--- src/rtl/rvfi_commit_serializer_if.sv ---
// Retire-port and RVFI-side signal bundle for the commit serializer.
// The slave modport is the serializer; the master modport is the core/monitor side.
interface rvfi_commit_serializer_if #(
   parameter int REC_W = 206
);
   logic [1:0]       commit_valid;
   logic [REC_W-1:0] commit_rec0;
   logic [REC_W-1:0] commit_rec1;
   logic             commit_ready;
   logic             rvfi_commit;
   logic [REC_W-1:0] rvfi_rec;
   logic [63:0]      rvfi_order;
   logic             halt;
   logic             overflow_err;
   logic             protocol_err;

   modport master (
      output commit_valid, commit_rec0, commit_rec1,
      input  commit_ready, rvfi_commit, rvfi_rec, rvfi_order,
      input  halt, overflow_err, protocol_err
   );

   modport slave (
      input  commit_valid, commit_rec0, commit_rec1,
      output commit_ready, rvfi_commit, rvfi_rec, rvfi_order,
      output halt, overflow_err, protocol_err
   );
endinterface

--- src/rtl/rvfi_commit_serializer.sv ---
// Buffers up to two retired records per cycle and replays them one per cycle
// on the RVFI side with a running order number, sticky halt and error flags.
module rvfi_commit_serializer #(
   parameter int DEPTH = 8,
   parameter int REC_W = 206
) (
   input  logic clk,
   input  logic rst,
   rvfi_commit_serializer_if.slave bus
);
   localparam int AW = $clog2(DEPTH);
   // inst sits below pc_rdata and pc_wdata, so it is bits [REC_W-65 : REC_W-96].
   localparam int INST_LSB = REC_W - 96;
   localparam logic [31:0] HALT_INST = 32'h0000_0063;

   logic [REC_W-1:0] mem [DEPTH];
   logic [AW-1:0]    wr_ptr;
   logic [AW-1:0]    rd_ptr;
   logic [AW:0]      count;
   logic [63:0]      order_cnt;

   logic             ready;
   logic             push_req;
   logic             push_ok;
   logic             pop;
   logic [AW:0]      n_push;
   logic [REC_W-1:0] head;

   // Two free slots are required even for a single push, so ready depends on count alone.
   assign ready            = (count < (AW+1)'(DEPTH - 1));
   assign bus.commit_ready = ready;

   always_comb begin
      push_req = |bus.commit_valid;
      push_ok  = push_req && ready;
      pop      = (count != '0);
      head     = mem[rd_ptr];
      n_push   = '0;
      if (push_ok) begin
         n_push = (bus.commit_valid == 2'b11) ? (AW+1)'(2) : (AW+1)'(1);
      end
   end

   // NOTE: the storage array has no reset; pointers and count define which entries are live.
   always_ff @(posedge clk) begin
      if (push_ok) begin
         if (bus.commit_valid == 2'b10) mem[wr_ptr] <= bus.commit_rec1;
         else                           mem[wr_ptr] <= bus.commit_rec0;
         if (bus.commit_valid == 2'b11) mem[wr_ptr + AW'(1)] <= bus.commit_rec1;
      end
   end

   always_ff @(posedge clk or posedge rst) begin
      if (rst) begin
         wr_ptr           <= '0;
         rd_ptr           <= '0;
         count            <= '0;
         order_cnt        <= '0;
         bus.rvfi_commit  <= 1'b0;
         bus.rvfi_rec     <= '0;
         bus.rvfi_order   <= '0;
         bus.halt         <= 1'b0;
         bus.overflow_err <= 1'b0;
         bus.protocol_err <= 1'b0;
      end else begin
         wr_ptr          <= wr_ptr + n_push[AW-1:0];
         count           <= count + n_push - (AW+1)'(pop);
         bus.rvfi_commit <= pop;
         if (pop) begin
            rd_ptr         <= rd_ptr + AW'(1);
            bus.rvfi_rec   <= head;
            bus.rvfi_order <= order_cnt;
            order_cnt      <= order_cnt + 64'd1;
            if (head[INST_LSB +: 32] == HALT_INST) bus.halt <= 1'b1;
         end
         if (push_req && !ready)           bus.overflow_err <= 1'b1;
         if (bus.commit_valid == 2'b10)    bus.protocol_err <= 1'b1;
      end
   end
endmodule

--- src/flat_wrapper.sv ---
// flat-port wrapper written by rule: the top's interface ports become plain ports
module rvfi_commit_serializer_flat 
#(
   parameter int DEPTH = 8,
   parameter int REC_W = 206
)
  (clk, rst, bus_commit_valid, bus_commit_rec0, bus_commit_rec1, bus_commit_ready, bus_rvfi_commit, bus_rvfi_rec, bus_rvfi_order, bus_halt, bus_overflow_err, bus_protocol_err);
  rvfi_commit_serializer_if #(.REC_W(REC_W)) bus_i ();
  input  logic clk;
  input  logic rst;
  input wire logic [$bits(bus_i.commit_valid)-1:0] bus_commit_valid;
  input wire logic [$bits(bus_i.commit_rec0)-1:0] bus_commit_rec0;
  input wire logic [$bits(bus_i.commit_rec1)-1:0] bus_commit_rec1;
  output wire logic [$bits(bus_i.commit_ready)-1:0] bus_commit_ready;
  output wire logic [$bits(bus_i.rvfi_commit)-1:0] bus_rvfi_commit;
  output wire logic [$bits(bus_i.rvfi_rec)-1:0] bus_rvfi_rec;
  output wire logic [$bits(bus_i.rvfi_order)-1:0] bus_rvfi_order;
  output wire logic [$bits(bus_i.halt)-1:0] bus_halt;
  output wire logic [$bits(bus_i.overflow_err)-1:0] bus_overflow_err;
  output wire logic [$bits(bus_i.protocol_err)-1:0] bus_protocol_err;
  assign bus_i.commit_valid = bus_commit_valid;
  assign bus_i.commit_rec0 = bus_commit_rec0;
  assign bus_i.commit_rec1 = bus_commit_rec1;
  assign bus_commit_ready = bus_i.commit_ready;
  assign bus_rvfi_commit = bus_i.rvfi_commit;
  assign bus_rvfi_rec = bus_i.rvfi_rec;
  assign bus_rvfi_order = bus_i.rvfi_order;
  assign bus_halt = bus_i.halt;
  assign bus_overflow_err = bus_i.overflow_err;
  assign bus_protocol_err = bus_i.protocol_err;
  rvfi_commit_serializer #(.DEPTH(DEPTH), .REC_W(REC_W)) u_core (.clk(clk), .rst(rst), .bus(bus_i));
endmodule
--- config.mk ---
export PLATFORM = sky130hd
export DESIGN_NAME = rvfi_commit_serializer_flat
export DESIGN_NICKNAME = d
export VERILOG_FILES = /design/src/rtl/rvfi_commit_serializer_if.sv /design/src/rtl/rvfi_commit_serializer.sv /design/src/flat_wrapper.sv
export SDC_FILE = /design/constraint.sdc
export NUM_CORES = 2
export LEC_CHECK = 0
export ABC_AREA = 1
export BUFFER_PORTS_ARGS = -buffer_cell sky130_fd_sc_hd__buf_2
export CAP_MARGIN = 5
export CORE_ASPECT_RATIO = 1.75
export CORE_MARGIN = 2
export CORE_UTILIZATION = 35
export DETAILED_ROUTE_END_ITERATION = 16
export GPL_ROUTABILITY_DRIVEN = 1
export PLACE_DENSITY_LB_ADDON = 0.12
export SYNTH_ARGS = -nofsm -noshare
export SYNTH_HDL_FRONTEND = slang
export SYNTH_SLANG_ARGS = --single-unit
--- constraint.sdc ---
create_clock -name clk -period 56.5 [get_ports clk]
set_clock_uncertainty 0.2 [all_clocks]
set_input_delay 11.3 -clock clk [delete_from_list [all_inputs] [get_ports clk]]
set_output_delay 11.3 -clock clk [all_outputs]
set_load 0.02 [all_outputs]
==> results.sh <==
export IMPL_row_count=255
export IMPL_period_needed_ns=15.83
export IMPL_vias=78400
export IMPL_drt_wl_total_mm=358
export IMPL_synthTopCellsByCount="nand2_1, o21ai_0, edfxtp_1, nor2_1, o21ai_1"
export IMPL_grt_max_degree=192
export IMPL_utilization=0.398
export IMPL_grt_usage=0.249
export IMPL_syn_num_nets=10700
export IMPL_drv_cap=0
export IMPL_crit_path_max_incr_delay_ns=0.81
export IMPL_cp_end_kind="register"
export IMPL_globalplace_congestion=0.905
export IMPL_fin_crit_sh=0.280
export IMPL_worstPathRequired_ns=56.81
export IMPL_critPathMaxFanout=52
export IMPL_cp_slowest_cell="buf_4"
export IMPL_hold_buffers=0
export IMPL_core_area_sq_um=275000
export IMPL_post_cts_resized=0
export IMPL_synth_cells=10300
export IMPL_cp_arrival_ns=16.14
export IMPL_ios=691
export IMPL_cts_max_path_buffers=4
export IMPL_cts_root_buffer="clkbuf_16"
export IMPL_initial_core_util=0.351
export IMPL_outcome="completed"
export IMPL_finalSetupViolations=0
export IMPL_clock_sinks=1996
export IMPL_hold_viol=0
export IMPL_cts_tree="built"
export IMPL_synthArstFlopShare=0.174
export IMPL_syn_to_final_growth_pct=13.5
export IMPL_total_power_w=0.00596
export IMPL_critPathMostFrequentCell="buf_4"
export IMPL_cpLargestDelayFamily="buffers and inverters"
export IMPL_clock_latency_ns=0.90
export IMPL_nets=10900
export IMPL_dr_pass1_iters=6
export IMPL_dieArea_sq_um=280000
export IMPL_p_leak_nw=44.1
export IMPL_drcViolationCount=0
export IMPL_crit_path_start_kind="primary input"
export IMPL_yosysSeqAreaShare=0.603
export IMPL_synth_edf_count=1648
export IMPL_cts_buffers=209
export IMPL_vias_per_cell=5.48
export IMPL_report_final_slew_viol_count=0
export IMPL_wl_per_cell_microns=25.1
export IMPL_dieHeight_microns=699
export IMPL_synth_top_area_share=0.513
export IMPL_grt_setup_unrepaired="false"
export IMPL_yosysWarnings=0
export IMPL_grt_pass1_vias=77300
export IMPL_power_per_cell_area_nw_per_um2=54.4
export IMPL_h_tree_depth=4
export IMPL_netlist_area_sq_um=96500
export IMPL_timing_setup_tns_ns=0
export IMPL_drtIter0Drc=6543
export IMPL_netlist_cell_type_count=43
export IMPL_r2r_slack_ns=50.71
export IMPL_drive_gt1_frac=0.129
export IMPL_grt_overflow_total=0
export IMPL_antenna_found_initial=45
export IMPL_synth_top_area_cell="edfxtp_1"
export IMPL_post_cts_setup_buffers=0
export IMPL_cts_reportedPaths_clkPinSlew_ns=0.06
export IMPL_fmax_mhz=63.2
export IMPL_synth_flop_cell="edfxtp_1"
export IMPL_worst_pin_slew_ns=1.20
export IMPL_fillers=27400
export IMPL_slew_headroom=0.202
export IMPL_ant_nets=0
export IMPL_hp_class="register to register"
export IMPL_crit_type="primary input to register"
export IMPL_path_buf_inv=5
export IMPL_grt_pass1_wl_mm=524
export IMPL_ys_seq_elements=1996
export IMPL_crit_chain="buf_2, nand2_1, nor2_4, inv_2, nor2_8, nand3_4, o21ai_4, buf_4, buf_4, buf_4"
export IMPL_portBuffers=690
export IMPL_die_x_microns=401
export IMPL_yosysMostFrequentCell="nand2_1"
export IMPL_dpl_hpwl_mm=200
export IMPL_ys_top_cells_by_area="edfxtp_1, o21ai_0, nand2_1, dfrtp_1, nor2_1"
export IMPL_seqCellArea_sq_um=58200
export IMPL_multi_input_area_sq_um=33700
export IMPL_synth_area_per_cell_sq_um=9.41
export IMPL_peakVddDrop_mv=0.0323
-- state kept, by name (all words and copies together) (netlist names) --
name                     count
u_core.bus.halt              1
u_core.bus.overflow_err      1
u_core.bus.protocol_err      1
u_core.bus.rvfi_commit       1
u_core.bus.rvfi_order       64
u_core.bus.rvfi_rec        206
u_core.count                 4
u_core.mem                1648
u_core.order_cnt            64
u_core.rd_ptr                3
u_core.wr_ptr                3
-- tightest hold or removal path, stage by stage, from the launching register on --
cell and delay, ns:
dfrtp_1 0.34, inv_1 0.04, nand2_1 0.05
-- layout by cell type, fill, tap and decap left out, drive strengths merged --
cell type,count
clkinvlp,2
clkbuf,286
or2,2
clkinv,74
o221ai,348
o211ai,2
nor3,31
dfrtp,348
o21a,1
fa,2
o21ai,2473
ha,11
xnor2,3
diode,14
a21oi,208
nand3b,2
edfxtp,1648
nor2,1074
nand3,284
nor3b,2
a32o,1
o41ai,2
bufinv,21
nand2,2534
and3,2
nor4,8
inv,387
nand4,23
xor2,55
buf,830
a31oi,16
o21bai,2
-- power by group --
part / switching [W] / total, W / internal (W)
clock: 0.000619 / 0.00144 / 0.000825
sequential: 0.000134 / 0.00222 / 0.00209
combinational: 0.00171 / 0.00229 / 0.000584
total: 0.00246 / 0.00596 / 0.00350
-- logic make-up (layout without fill, tap and decap cells) --
group	after synthesis	count (layout)	synth area share
buffers and inverters	1171	1600	0.0495
DFF	1996	1996	0.603
other	0	14	0
xor gates and xnor gates	58	58	0.00527
adders and majority gates	13	13	0.00184
and+or+nand+nor	3962	3962	0.160
AOI/OAI and AO/OA	3053	3053	0.180
-- through the flow --
step | cells | area [sq um] | hold slack (ns) | setup slack, ns
after floorplan | 10300 | 96500 | 0.241 | 22.94
after detailed placement | 13900 | 103000 | 0.259 | 39.72
after CTS | 14300 | 109000 | 0.273 | 40.65
after global placement | 13900 | 103000 | 0.249 | 39.75
after global routing | 14300 | 110000 | 0.294 | 40.46
final | 14300 | 110000 | 0.267 | 40.67
-- metal layers --
| metal | track usage | vias up | wire (microns) |
|---|---|---|---|
| li1 | - | 36400 | - |
| met5 | 0 | - | 299 |
| met4 | 0.0732 | 46 | 10700 |
| met1 | 0.320 | 38600 | 149000 |
| met2 | 0.429 | 2779 | 174000 |
| met3 | 0.0423 | 550 | 24400 |
-- final timing paths --
kind	start	end	depth (start not counted)
setup / recovery	bus_commit_valid[0]	u_core.mem[0][94]	10
hold / removal	u_core.bus.halt	u_core.bus.halt	2
setup reg to reg	u_core.count[3]	u_core.mem[0][94]	12
hold reg to reg	u_core.bus.halt	u_core.bus.halt	2
max in group asynchronous	rst	u_core.bus.rvfi_rec[12]	4
min in group asynchronous	rst	u_core.bus.rvfi_rec[103]	2
-- area by class of cell --
class / instances / area share
diodes: 14 / 0.000320
clock buffers: 286 / 0.0538
clock inverters: 99 / 0.00973
inverters: 385 / 0.0135
multi-input cells: 7086 / 0.307
flip-flops and latches: 1996 / 0.531
well taps: 3598 / 0.0411
repair buffers: 830 / 0.0426
Note: power is estimated with default switching activity, not from simulation.
